**src/rtl/regfile_scoreboard_if.sv**
```systemverilog
// Issue/write-back bundle between IDU, WBU and the register file scoreboard.
// master = pipeline side driving requests, slave = register file.
interface regfile_scoreboard_if #(
  parameter int XLEN = 32
);
  logic            iss_valid;
  logic            iss_wen;
  logic [4:0]      iss_rd;
  logic [4:0]      iss_rs1;
  logic [4:0]      iss_rs2;
  logic            iss_ready;
  logic [XLEN-1:0] iss_rdata1;
  logic [XLEN-1:0] iss_rdata2;
  logic            wb_valid;
  logic [4:0]      wb_rd;
  logic [XLEN-1:0] wb_data;
  logic            flush;
  logic            sb_busy;

  modport master (
    output iss_valid, iss_wen, iss_rd, iss_rs1, iss_rs2,
    output wb_valid, wb_rd, wb_data, flush,
    input  iss_ready, iss_rdata1, iss_rdata2, sb_busy
  );

  modport slave (
    input  iss_valid, iss_wen, iss_rd, iss_rs1, iss_rs2,
    input  wb_valid, wb_rd, wb_data, flush,
    output iss_ready, iss_rdata1, iss_rdata2, sb_busy
  );
endinterface

```
**src/rtl/regfile_scoreboard.sv**
```systemverilog
// Integer register file with per-register pending-write counters and decode stall.
// Optional same-cycle forwarding of write-back data to the read ports.
module regfile_scoreboard #(
  parameter int XLEN   = 32,
  parameter int NREG   = 16,
  parameter int PCNT_W = 2,
  parameter int BYPASS = 1
) (
  input logic                 clock,
  input logic                 reset,
  regfile_scoreboard_if.slave bus
);
  localparam int IDX_W = $clog2(NREG);
  localparam logic [PCNT_W-1:0] PCNT_MAX = '1;
  localparam logic [PCNT_W-1:0] PCNT_ONE = PCNT_W'(1);

  logic [XLEN-1:0]   rf       [NREG];
  logic [PCNT_W-1:0] pcnt     [NREG];
  logic [PCNT_W-1:0] pcnt_nxt [NREG];
  logic [NREG-1:0]   inc_vec;
  logic [NREG-1:0]   dec_vec;
  logic [NREG-1:0]   wb_we;

  logic [IDX_W-1:0] rd_idx, rs1_idx, rs2_idx, wb_idx;
  logic wb_hit_rs1, wb_hit_rs2, wb_hit_rd;
  logic haz_rs1, haz_rs2, haz_cap, fire;

  assign rd_idx  = bus.iss_rd[IDX_W-1:0];
  assign rs1_idx = bus.iss_rs1[IDX_W-1:0];
  assign rs2_idx = bus.iss_rs2[IDX_W-1:0];
  assign wb_idx  = bus.wb_rd[IDX_W-1:0];

  // Upper address bits are don't-care when fewer than 32 registers exist.
  if (IDX_W < 5) begin : g_addr_hi
    logic unused_addr_hi;
    assign unused_addr_hi = ^{bus.iss_rd[4:IDX_W], bus.iss_rs1[4:IDX_W],
                              bus.iss_rs2[4:IDX_W], bus.wb_rd[4:IDX_W]};
  end

  assign wb_hit_rs1 = bus.wb_valid && (wb_idx == rs1_idx) && (rs1_idx != '0);
  assign wb_hit_rs2 = bus.wb_valid && (wb_idx == rs2_idx) && (rs2_idx != '0);
  assign wb_hit_rd  = bus.wb_valid && (wb_idx == rd_idx);

  // With forwarding, the last outstanding writer completing now resolves the hazard.
  assign haz_rs1 = (rs1_idx != '0) && (pcnt[rs1_idx] != '0) &&
                   !((BYPASS != 0) && wb_hit_rs1 && (pcnt[rs1_idx] == PCNT_ONE));
  assign haz_rs2 = (rs2_idx != '0) && (pcnt[rs2_idx] != '0) &&
                   !((BYPASS != 0) && wb_hit_rs2 && (pcnt[rs2_idx] == PCNT_ONE));
  assign haz_cap = bus.iss_wen && (rd_idx != '0) && (pcnt[rd_idx] == PCNT_MAX) && !wb_hit_rd;

  assign bus.iss_ready = reset && !bus.flush && !haz_rs1 && !haz_rs2 && !haz_cap;
  assign fire          = bus.iss_valid && bus.iss_ready;

  assign bus.iss_rdata1 = (rs1_idx == '0) ? '0 :
                          ((BYPASS != 0) && wb_hit_rs1) ? bus.wb_data : rf[rs1_idx];
  assign bus.iss_rdata2 = (rs2_idx == '0) ? '0 :
                          ((BYPASS != 0) && wb_hit_rs2) ? bus.wb_data : rf[rs2_idx];

  always_comb begin
    inc_vec = '0;
    dec_vec = '0;
    wb_we   = '0;
    for (int i = 1; i < NREG; i++) begin
      wb_we[i]   = bus.wb_valid && (wb_idx == IDX_W'(i));
      inc_vec[i] = fire && bus.iss_wen && (rd_idx == IDX_W'(i));
      dec_vec[i] = wb_we[i] && (pcnt[i] != '0);
    end
  end

  // Flush overrides both increment and decrement; dec at zero never reaches here.
  always_comb begin
    for (int i = 0; i < NREG; i++) begin
      pcnt_nxt[i] = pcnt[i];
      if (bus.flush)
        pcnt_nxt[i] = '0;
      else if (inc_vec[i] && !dec_vec[i])
        pcnt_nxt[i] = pcnt[i] + PCNT_ONE;
      else if (dec_vec[i] && !inc_vec[i])
        pcnt_nxt[i] = pcnt[i] - PCNT_ONE;
    end
  end

  always_comb begin
    bus.sb_busy = 1'b0;
    for (int i = 0; i < NREG; i++)
      bus.sb_busy = bus.sb_busy | (pcnt[i] != '0);
  end

  always_ff @(posedge clock) begin
    if (!reset) begin
      for (int i = 0; i < NREG; i++) begin
        rf[i]   <= '0;
        pcnt[i] <= '0;
      end
    end else begin
      for (int i = 0; i < NREG; i++) begin
        if (wb_we[i])
          rf[i] <= bus.wb_data;
        pcnt[i] <= pcnt_nxt[i];
      end
    end
  end
endmodule
```
**src/flat_wrapper.sv**
```systemverilog
// flat-port wrapper written by rule: the top's interface ports become plain ports
module regfile_scoreboard_flat 
#(
  parameter int XLEN   = 32,
  parameter int NREG   = 16,
  parameter int PCNT_W = 2,
  parameter int BYPASS = 1
)
  (clock, reset, bus_iss_valid, bus_iss_wen, bus_iss_rd, bus_iss_rs1, bus_iss_rs2, bus_wb_valid, bus_wb_rd, bus_wb_data, bus_flush, bus_iss_ready, bus_iss_rdata1, bus_iss_rdata2, bus_sb_busy);
  regfile_scoreboard_if #(.XLEN(XLEN)) bus_i ();
  input logic clock;
  input logic reset;
  input wire logic [$bits(bus_i.iss_valid)-1:0] bus_iss_valid;
  input wire logic [$bits(bus_i.iss_wen)-1:0] bus_iss_wen;
  input wire logic [$bits(bus_i.iss_rd)-1:0] bus_iss_rd;
  input wire logic [$bits(bus_i.iss_rs1)-1:0] bus_iss_rs1;
  input wire logic [$bits(bus_i.iss_rs2)-1:0] bus_iss_rs2;
  input wire logic [$bits(bus_i.wb_valid)-1:0] bus_wb_valid;
  input wire logic [$bits(bus_i.wb_rd)-1:0] bus_wb_rd;
  input wire logic [$bits(bus_i.wb_data)-1:0] bus_wb_data;
  input wire logic [$bits(bus_i.flush)-1:0] bus_flush;
  output wire logic [$bits(bus_i.iss_ready)-1:0] bus_iss_ready;
  output wire logic [$bits(bus_i.iss_rdata1)-1:0] bus_iss_rdata1;
  output wire logic [$bits(bus_i.iss_rdata2)-1:0] bus_iss_rdata2;
  output wire logic [$bits(bus_i.sb_busy)-1:0] bus_sb_busy;
  assign bus_i.iss_valid = bus_iss_valid;
  assign bus_i.iss_wen = bus_iss_wen;
  assign bus_i.iss_rd = bus_iss_rd;
  assign bus_i.iss_rs1 = bus_iss_rs1;
  assign bus_i.iss_rs2 = bus_iss_rs2;
  assign bus_i.wb_valid = bus_wb_valid;
  assign bus_i.wb_rd = bus_wb_rd;
  assign bus_i.wb_data = bus_wb_data;
  assign bus_i.flush = bus_flush;
  assign bus_iss_ready = bus_i.iss_ready;
  assign bus_iss_rdata1 = bus_i.iss_rdata1;
  assign bus_iss_rdata2 = bus_i.iss_rdata2;
  assign bus_sb_busy = bus_i.sb_busy;
  regfile_scoreboard #(.XLEN(XLEN), .NREG(NREG), .PCNT_W(PCNT_W), .BYPASS(BYPASS)) u_core (.clock(clock), .reset(reset), .bus(bus_i));
endmodule
```
**config.mk**
```make
export PLATFORM = sky130hd
export DESIGN_NAME = regfile_scoreboard_flat
export DESIGN_NICKNAME = d
export VERILOG_FILES = /design/src/rtl/regfile_scoreboard_if.sv /design/src/rtl/regfile_scoreboard.sv /design/src/flat_wrapper.sv
export SDC_FILE = /design/constraint.sdc
export NUM_CORES = 1
export LEC_CHECK = 0
export ABC_CLOCK_PERIOD_IN_PS = 10700
export BUFFER_PORTS_ARGS = -buffer_cell sky130_fd_sc_hd__buf_2
export CORE_AREA = 2 2 228 230
export DETAILED_ROUTE_END_ITERATION = 8
export DIE_AREA = 0 0 230 232
export PLACE_DENSITY = 0.77
export SYNTH_ARGS = -nofsm -noshare
export SYNTH_HDL_FRONTEND = slang
export SYNTH_SLANG_ARGS = --single-unit
```
**constraint.sdc**
```tcl
create_clock -name clock -period 10.7 [get_ports clock]
set_input_delay 2.675 -clock clock [delete_from_list [all_inputs] [get_ports clock]]
set_output_delay 2.675 -clock clock [all_outputs]
set_load 0.005 [all_outputs]
```
Word level (Yosys, flattened, before mapping)
Memories as Yosys holds them, arrays and structs flattened. Index checks and enable logic that the tools add are counted.

Input bits: 58. Logic and storage cells: 397. Memories kept: 2. Bits in registers: 0. Output and inout port bits: 66. Bits in writable memories: 544.

Memories: u_core.rf (depth 16, bits a word 32, read ports 2, clocked after Yosys merged registers in 0, write ports 16, line regfile_scoreboard.sv:17) `logic [XLEN-1:0] rf [NREG];`; u_core.pcnt (depth 16, bits a word 2, read ports 19, clocked after Yosys merged registers in 0, write ports 16, line regfile_scoreboard.sv:18) `logic [PCNT_W-1:0] pcnt [NREG];`.

Reduce and logical (&&, ||, !) cells: 155. Bitwise logic cells: 46. Add/sub/neg operators: 30. Equal/unequal tests: 36. Mux-type cells: 128.

Operators by type and width (count): 2-to-1 mux 32 bit (19); 2-to-1 mux 2 bit (62); logical AND 1 bit (95); == test 4 bit, second input constant (16); 2-to-1 mux 1 bit (47); OR 1 bit (46); logical NOT 1 bit (37); nonzero test 2 bit (18); == test 4 x 3 -> 1 bit, second input constant (8); adder 2 x 1 -> 2 bit, second input constant (15); subtractor 2 x 1 -> 2 bit, second input constant (15); == test 4 x 2 -> 1 bit, second input constant (4); == test 4 bit (3); nonzero test 4 bit (3); == test 4 x 1 -> 1 bit, second input constant (2); logical NOT 4 bit (2); == test 2 x 1 -> 1 bit, second input constant (2); == test 2 bit, second input constant (1).

Depth between registers and ports, before layout
Word-level depth: 19. Gate-level depth with buffers: 14. Depth with buffers taken out: 10.

Least setup slack after synthesis
No wires, ideal clock.

Kind: input to output. Start: input bus_iss_rs1[1]. End: output bus_iss_rdata1[10]. Arrival: 4577 ps. Stages on the path: 6. Data required time: 8025 ps. Slack: 3448 ps. Buffers on the path: 3. Path through: buf_2 > buf_1 > clkbuf_1 > mux4_2 > mux4_2 > mux2_2.

Cells in the longest elaborated chain, start to end: 5. Elaborated cells between the ends (all ways): 8. Classes of those cells: eq/ne (1); mux (2); reduce/logical (4); memory (1).

RTL lines: start, declared (line flat_wrapper.sv:16) `input wire logic [$bits(bus_i.iss_rs1)-1:0] bus_iss_rs1;`; parallel branches: the longest is 4 deep, another holds memory read (16 x 32 bit); 2-to-1 mux 32 bit * (line regfile_scoreboard.sv:54) `assign bus.iss_rdata1 = (rs1_idx == '0) ? '0 :`; end, declared (line flat_wrapper.sv:23) `output wire logic [$bits(bus_i.iss_rdata1)-1:0] bus_iss_rdata1;`.

Mark *: on every way between the ends.

Worst setup path in the final report
Start: input bus_iss_rs1[0]. End: output bus_iss_ready.

Cells in the longest elaborated chain, start to end: 10. Elaborated cells between the ends (all ways): 15. Classes of those cells: eq/ne (2); reduce/logical (12); memory (1).

RTL lines: parallel branches: the longest is 5 deep, another holds memory read (16 x 2 bit); logical AND 1 bit * (line regfile_scoreboard.sv:45) `assign haz_rs1 = (rs1_idx != '0) && (pcnt[rs1_idx] != '0) &&`; logical NOT 1 bit * (line regfile_scoreboard.sv:51) `assign bus.iss_ready = reset && !bus.flush && !haz_rs1 && !haz_rs2 && !haz_cap;`; logical AND 1 bit * (3 in a row) (line regfile_scoreboard.sv:51); end, declared (line flat_wrapper.sv:22) `output wire logic [$bits(bus_i.iss_ready)-1:0] bus_iss_ready;`.

Marks and branches as above.

==> impl_metrics.ini <==
[run_status]
status = finished, final reports clean

[pwr]
power_leakage_nw = 10.3
irDropWorstVdd_mv = 0.120
p_per_area_nw_per_um2 = 160
power_mw = 4.78

[route]
drtAntennaViolNets = 0
dr.first_iter.drc_count = 2826
wl_met1_mm = 27.1
first_pass_iters = 6
postRouteWirelength_mm = 77.8
detail_route.vias_per_cell = 6.93
top_layer_used = met4
drcViolationCount = 0
vias = 18100
wl_met3_mm = 9.88
wl_per_cell_um = 29.8
dr_wl_met2_mm = 37.1

[timing]
post-route-min-period_ns = 8.52
tightestPinTransition_ns = 1.30
setup_ws_ns = 2.18
finalSetupViolCount = 0
hold_violations = 0
whs_ns = 0.565
finalSetupTns_ns = 0
fin_crit_sh_pct = 79.6
rsz0062_at_grt = no
slew_headroom_pct = 12.4
fin_worst_skew_ns = 0.0200
fmax_mhz = 117
drv_slew = 0

[layout]
final_common_cell = edfxtp_1
area_delta_synth_final_pct = 10.2
final_cells = 2611
post-route-util_pct = 58.9
nets = 1963
final_layout_size_suffix_gt1_share_pct = 33.3
area.sequential_um2 = 15000
num-fill-cells = 3810
multi_input_area_um2 = 11400
stdcell_area_um2 = 30000
final_cell_mix = edfxtp_1, nor2_1, mux4_2

[clock_network]
hold_buffers = 0
cts_resized = 0
cts_setup_buffers = 0
cts_made_buffers = 51
cts_tree = done
insertion_delay_ns = 0.61
clockRootBuffer = clkbuf_16
cts.path.max_buffers = 3
cts.htree.levels = 2
clock-sinks = 510
cts.clk_slew.worst_paths_ns = 0.06

[global_route]
antenna_found_initial = 1
track_usage_pct = 29.5
grt_pass1_vias = 18400
grt_start_max_net_pins = 75
grt_pass1_wl_mm = 115
grt.overflow.total = 0

[placed_design]
numPortBuffers = 119
dp_cells = 2517
place_hpwl_mm = 43.5
gp_congestion = 0.919
dp_slack_ns = 2.18
place_area_um2 = 28400

[floorplan]
dieArea_um2 = 53400
die_h_um = 232
rows = 83
io_pins = 124
core_region_area_um2 = 50900
start_util_pct = 53.4
dieWidth_um = 230

[setup_path]
critPathRequiredTime_ns = 8.03
cp.arrival_ns = 5.84
start_kind = input pin
end_kind = output port
critical_path_peak_fanout = 74
path_class = in2out

[yosys]
syn_area_per_cell_um2 = 14.8
synth.distinct_cells = 49
syn_nets = 1912
ys_ff_latch = 510
syn_area_um2 = 27200
ys.flop_type = edfxtp_1
async_flop_share_pct = 0
ys_seq_area_share_pct = 55.2
synth-edff-count = 480
yosysWarnings = 0
synthesis.instances = 1839

[worst_hold_path]
hp-class = reg2reg

[flow_run]
cap_violations = 0
-- layout make-up --
cell class | instances | share of cell area, %
tap | 680 | 2.84
antenna | 2 | 0.0167
inverter | 33 | 0.413
timing repair buffer | 163 | 3.20
clock inverter | 32 | 0.814
multi-input combinational | 1131 | 38.2
clock buffer | 60 | 4.44
sequential | 510 | 50.1
-- power breakdown --
part / internal, mW / switching, mW / total, mW
logic: 0.316 / 0.355 / 0.671
clock network: 0.960 / 0.759 / 1.72
registers: 2.33 / 0.0650 / 2.39
total: 3.60 / 1.18 / 4.78
-- synth_stat cells (all sizes together) (3+ instances only) --
cell type	number	area share (%)
mux2	102	4.2
o21bai	5	0.14
nor2b	9	0.21
xor2	36	1.2
mux4	270	22
a22oi	5	0.14
xnor2	5	0.16
nand3	7	0.13
inv	33	0.46
edfxtp	480	53
o21ai	28	0.52
nand2	62	0.86
o211ai	6	0.17
nor3	37	0.68
or3	19	0.44
nor3b	3	0.083
a211oi	3	0.083
buf	66	1.4
ha	15	0.69
nor4	23	0.77
a22o	64	2.1
a21oi	20	0.38
nor2	377	5.2
nand2b	5	0.12
clkbuf	99	1.4
mux2i	11	0.42
dfxtp	30	2.2
-- path summary, 6_finish.rpt --
path	slack, ns	start	depth (start not counted)	to
hold reg to reg	0.56	u_core.pcnt[2][1]	2	u_core.pcnt[2][1]
hold / removal	0.56	u_core.pcnt[2][1]	2	u_core.pcnt[2][1]
setup / recovery	2.18	bus_iss_rs1[0]	8	bus_iss_ready
setup reg to reg	7.49	u_core.pcnt[7][0]	10	u_core.pcnt[11][1]
-- cell families after synthesis --
group	share of synthesized area (%)
xor+xnor	1.32
buf+inv	3.18
compound gates	3.76
fa+ha+maj	0.690
flops	55.2
simple gates	8.80
mux	27.0
-- worst max-delay path, stage by stage --
cell and delay, ns:
clkbuf_8 0.64, buf_4 0.65, mux4_2 0.58, a211oi_1 0.23, o21ai_0 0.16, a32o_2 0.44, nor3_1 0.23, buf_2 0.14
-- registers in the layout, summed over array words and instances (netlist names) --
signal	flops
u_core.pcnt	30
u_core.rf	480
-- metal layers --
layer | vias up | track usage [%]
met5 | - | 0
li1 | 7282 | -
met3 | 264 | 6.62
met1 | 9232 | 39.0
met4 | 0 | 14.0
met2 | 1326 | 47.0
(Power assumes the default switching activity.)
